## src/rtl/tcdm_xbar_node.sv

```systemverilog
// tcdm_xbar_node: full crossbar node with per-port round-robin trees and per-master response tracking
module tcdm_xbar_node #(
    parameter int NumIn         = 4,
    parameter int NumOut        = 4,
    parameter int ReqDataWidth  = 32,
    parameter int RespDataWidth = 32,
    parameter bit WriteRespOn   = 1,
    parameter int MemLatency    = 1,
    parameter bit NodeType      = 0
) (
    input  logic                              clk_i,
    input  logic                              rst_ni,
    input  logic [NumIn-1:0]                  req_i,
    input  logic [NumIn*$clog2(NumOut)-1:0]   add_i,
    input  logic [NumIn-1:0]                  wen_i,
    input  logic [NumIn*ReqDataWidth-1:0]     wdata_i,
    output logic [NumIn-1:0]                  gnt_o,
    output logic [NumIn-1:0]                  vld_o,
    output logic [NumIn*RespDataWidth-1:0]    rdata_o,
    input  logic [NumOut-1:0]                 gnt_i,
    output logic [NumOut-1:0]                 req_o,
    output logic [NumOut*ReqDataWidth-1:0]    wdata_o,
    input  logic [NumOut*RespDataWidth-1:0]   rdata_i
);
    localparam int LogIn  = $clog2(NumIn);
    localparam int LogOut = $clog2(NumOut);

    // Binary tree reduced in place: node n of level b+1 is built from nodes 2n, 2n+1 of level b,
    // the odd child being the one whose index bit b is set.
    function automatic logic [LogIn-1:0] arb_win(input logic [NumIn-1:0] r, input logic [LogIn-1:0] rr);
        logic [NumIn-1:0] nreq;
        logic [LogIn-1:0] nidx [NumIn];
        logic             pick_hi;
        nreq = r;
        for (int i = 0; i < NumIn; i++) nidx[i] = LogIn'(i);
        for (int b = 0; b < LogIn; b++) begin
            for (int n = 0; n < (NumIn >> (b + 1)); n++) begin
                pick_hi = nreq[2*n+1] && (!nreq[2*n] || rr[b]);
                nidx[n] = pick_hi ? nidx[2*n+1] : nidx[2*n];
                nreq[n] = nreq[2*n] | nreq[2*n+1];
            end
        end
        return nidx[0];
    endfunction

    logic [NumIn-1:0]  port_req [NumOut];
    logic [NumIn-1:0]  port_gnt [NumOut];
    logic [LogIn-1:0]  win      [NumOut];
    logic [LogIn-1:0]  rr_q     [NumOut];
    logic [LogIn-1:0]  rr_d     [NumOut];
    logic [NumIn-1:0]  vld_d;
    logic [LogOut-1:0] idx_d    [NumIn];
    logic [NumIn-1:0]  vld_q    [MemLatency];
    logic [LogOut-1:0] idx_q    [MemLatency][NumIn];

    // Per slave port: route requests, pick the round-robin winner, forward its payload and grant
    always_comb begin
        for (int k = 0; k < NumOut; k++) begin
            for (int j = 0; j < NumIn; j++)
                port_req[k][j] = req_i[j] && (!NodeType || add_i[j*LogOut +: LogOut] == LogOut'(k));
            win[k] = arb_win(port_req[k], rr_q[k]);
            req_o[k] = |port_req[k];
            wdata_o[k*ReqDataWidth +: ReqDataWidth] = wdata_i[win[k]*ReqDataWidth +: ReqDataWidth];
            port_gnt[k] = (gnt_i[k] && req_o[k]) ? (NumIn'(1) << win[k]) : '0;
            rr_d[k] = (req_o[k] && gnt_i[k]) ? rr_q[k] + 1'b1 : rr_q[k];
        end
    end

    // Per master: collect the grant, remember which port served it, decide if a response is due
    always_comb begin
        for (int j = 0; j < NumIn; j++) begin
            gnt_o[j] = 1'b0;
            idx_d[j] = '0;
            if (NodeType) begin
                gnt_o[j] = port_gnt[add_i[j*LogOut +: LogOut]][j];
                idx_d[j] = add_i[j*LogOut +: LogOut];
            end else begin
                for (int k = NumOut - 1; k >= 0; k--) begin
                    if (port_gnt[k][j]) begin
                        gnt_o[j] = 1'b1;
                        idx_d[j] = LogOut'(k);
                    end
                end
            end
            vld_d[j] = req_i[j] && gnt_o[j] && (!wen_i[j] || WriteRespOn);
        end
    end

    // Arbiter priorities and the response delay line
    always_ff @(posedge clk_i or negedge rst_ni) begin
        if (!rst_ni) begin
            for (int k = 0; k < NumOut; k++) rr_q[k] <= '0;
            for (int s = 0; s < MemLatency; s++) begin
                vld_q[s] <= '0;
                for (int j = 0; j < NumIn; j++) idx_q[s][j] <= '0;
            end
        end else begin
            for (int k = 0; k < NumOut; k++) rr_q[k] <= rr_d[k];
            vld_q[0] <= vld_d;
            idx_q[0] <= idx_d;
            for (int s = 1; s < MemLatency; s++) begin
                vld_q[s] <= vld_q[s-1];
                idx_q[s] <= idx_q[s-1];
            end
        end
    end

    assign vld_o = vld_q[MemLatency-1];

    // Response data follows the stored port index, valid or not
    always_comb begin
        for (int j = 0; j < NumIn; j++)
            rdata_o[j*RespDataWidth +: RespDataWidth] = rdata_i[idx_q[MemLatency-1][j]*RespDataWidth +: RespDataWidth];
    end
endmodule

```

## config.mk

```make
export PLATFORM = sky130hd
export DESIGN_NAME = tcdm_xbar_node
export DESIGN_NICKNAME = d
export VERILOG_FILES = /design/src/rtl/tcdm_xbar_node.sv
export SDC_FILE = /design/constraint.sdc
export NUM_CORES = 1
export LEC_CHECK = 0
export CAP_MARGIN = 25
export CORE_AREA = 4 4 210 212
export DETAILED_ROUTE_END_ITERATION = 8
export DIE_AREA = 0 0 214 216
export HOLD_SLACK_MARGIN = 0.03
export REMOVE_ABC_BUFFERS = 1
export SLEW_MARGIN = 20
export SYNTH_ARGS = -nofsm -noshare
export SYNTH_HDL_FRONTEND = slang
export SYNTH_SLANG_ARGS = --single-unit
```

## constraint.sdc

```tcl
create_clock -name clk_i -period 2.48 [get_ports clk_i]
set_clock_uncertainty 0.05 [all_clocks]
set_input_delay 0.248 -clock clk_i [delete_from_list [all_inputs] [get_ports clk_i]]
set_output_delay 0.248 -clock clk_i [all_outputs]
set_load 0.005 [all_outputs]
```

==> summary.txt <==
Status
  – Status: finished clean

Global route
  – GRT overflow: 0
  – Global Route Usage Sum: 0.268
  – First-pass GRT wire length: 96.1 mm
  – Initial antenna violation count: 5
  – Vias in the first global route: 14000
  – Largest net degree at the start of global routing: 86

Yosys
  – Count leader, synth: nand4_1
  – Syn_area_per_cell: 8.58 um^2
  – Prevailing post-synth register cell: dfrtp_1
  – Synth Cell Area: 9000 um^2
  – Yosys reg bits: 20
  – Synth Warn #: 0
  – Largest cells by area after synthesis: mux4_2 (32%), o211ai_1 (11%), nand4_1 (9.2%)
  – Post-synth EDFFs: 0
  – Post-synth top area share: 0.320
  – Distinct cell type count after synthesis: 40
  – Post-synth ARST share: 1.00
  – Dominant cell type by area after synthesis: mux4_2
  – Post-Synthesis Cells: 1049
  – Seq/Total Area, Yosys: 0.0556
  – Most frequent cells after synthesis: nand4_1 (132), a31oi_1 (129), mux4_2 (128), o211ai_1 (128), clkbuf_1 (116)

Power
  – PwrDens: 851 nW/um^2
  – Logic pwr share: 0.935
  – Clock power share: 0.025
  – Power Internal: 7.95 mW
  – VDD IR max: 0.000392 V
  – Switch share: 0.469
  – Seq pwr share: 0.040
  – Sw power: 7.01 mW
  – Pwr Total: 15.0 mW
  – Leak: 6.22 nW

Floorplanning
  – Starting Density: 0.215
  – Site Rows: 75
  – Die area: 46200 um^2
  – Chip width: 214 um
  – # IOs: 546
  – Core Area: 41900 um^2
  – Die height: 216 um

CTS
  – H-tree levels: 1
  – Clk buf depth: 2
  – Root Buffer: clkbuf_16
  – CTS Hold Bufs: 0
  – TritonCTS Buffers: 3
  – Worst-Skew Late Latency: 0.25 ns
  – CTS Sinks: 20
  – Clock-pin transition on the worst setup and hold timing paths: 0.06 ns
  – CTS tree: done

Worst setup path
  – Worst EP required: 2.18 ns
  – Max stage delay on crit path: 0.38 ns
  – Worst setup SP type: register
  – Crit path max fanout: 11
  – Buf+Inv Stages, Crit Path: 4
  – Critical path, cell by cell: buf_6 -> and2_4 -> buf_12 -> buf_4 -> o211ai_1 -> a31oi_4 -> a221o_1 -> clkdlybuf4s15_1
  – CP delay by family, top: compound AO/OA/AOI/OAI gates
  – Critical Path End Type: output pin
  – CP arrival: 2.15 ns
  – Setup CP Type: register to output pin
  – Worst path slowest cell: dfrtp_1

Timing
  – Maximum clock frequency: 409 MHz
  – Setup WS post-layout: 0.0353 ns
  – Worst slew pin tran: 0.581 ns
  – Fin. Hold Viols: 0
  – RSZ-0062 raised after global routing: true
  – Fin crit period: 2.44 ns
  – Rel. slew slack: 0.611
  – Final hold slack: 0.314 ns
  – Setup_tns: 0 ns
  – Fin crit share: 0.986
  – Setup violations, final: 0
  – Max Transition Viols Final: 0

Drt
  – Vias per cell: 6.34
  – Vias: 14000
  – Final WL: 66.8 mm
  – Initial DRC Count: 1537
  – First-pass detailed-route iteration total: 7
  – DRC viols: 0
  – Routed WL per cell: 30.4 um
  – Routed Antenna Nets: 0

Cells and area
  – Final core occ: 0.419
  – Share of cells above drive strength 1: 0.308
  – Final instance area: 17600 um^2
  – Final net count: 1940
  – Layout Cells excl Fill: 2202
  – Area growth, synth to finish: 95.4%

Place
  – Final HPWL DP: 47.7 mm
  – Final GP Congestion: 0.980
  – # port buffers: 533
  – Cell Count Post-Placement: 2154
  – Pre-CTS WS: -0.507 ns
  – Area post-placement: 16500 um^2

Hold path
  – Worst min path class: input pin to async pin

Job
  – Max cap viols: 0
final cells by class:
class                           instances  area, um^2
Antenna cell                            2        5.00
Clock buffer                            4        88.8
Fill cell                            4052       24400
Inverter                                4        15.0
Multi-Input combinational cell        849        8350
Sequential cell                        20         510
Tap cell                              539         674
Timing Repair Buffer                  784        7950
state kept, by name (all words and copies together) (netlist names):
register / flops
vld_o: 4
idx_q: 8
rr_q: 8
path summary, 6_finish.rpt:
| path | startpoint | to | slack (ns) | cells past startpoint |
|---|---|---|---|---|
| min in group clk_i | req_i[2] | idx_q[0] | 0.49 | 3 |
| worst max-delay path | rr_q[3] | wdata_o[69] | 0.04 | 8 |
| worst max register to register | rr_q[7] | vld_o[3] | 0.49 | 7 |
| max in group asynchronous | rst_ni | rr_q[5] | 1.48 | 2 |
| worst min-delay path | rst_ni | vld_o[0] | 0.31 | 1 |
| worst min register to register | rr_q[1] | rr_q[1] | 0.56 | 2 |
cell usage in the layout, fill, tap and decap left out, types with 6 or more instances in the layout:
master,instances
buf_2,6
nand4_1,132
o211ai_1,128
dfrtp_2,8
dlymetal6s2s_1,8
clkdlybuf4s50_1,398
buf_4,174
a22oi_1,54
xnor2_1,6
buf_6,15
a31oi_1,84
dlygate4sd2_1,83
a31oi_4,7
nor2b_1,35
nand2_1,81
clkdlybuf4s15_1,18
a31oi_2,38
a22oi_2,13
clkbuf_2,18
a221o_1,66
buf_12,50
dfrtp_1,12
and2_4,7
mux4_2,128
layer usage:
layer / GRT usage / share of wire
met1: 0.310 / 0.35
met2: 0.471 / 0.48
met3: 0.0609 / 0.10
met4: 0.128 / 0.063
met5: 0 / 0.00076
what timing repair did:
action | 4_1_cts | 5_1_grt
pin swaps | 36 | 47
gates cloned | 10 | 2
resized for setup | 240 | 101
setup buffers | 26 | 6
setup endpoints to repair | 132 | 65
kinds of logic after synthesis:
logic type	after synthesis	synth area share
AO/OA/AOI/OAI	426	0.357
multiplexers	128	0.320
AND/OR/NAND/NOR	287	0.176
flip-flops	20	0.0556
XOR/XNOR	8	0.00779
buffers and inverters	180	0.0837
power groups by stage:
stage / registers (mW) / logic, mW / clock network [mW]
final: 0.601 / 14.0 / 0.369
after global routing: 0.613 / 14.6 / 0.387
after CTS: 0.595 / 13.7 / 0.377
after detailed placement: 0.607 / 13.1 / 0
after global placement: 0.608 / 13.2 / 0
after floorplan: 0.937 / 4.52 / 0
Power figures use the tool's default switching activity.
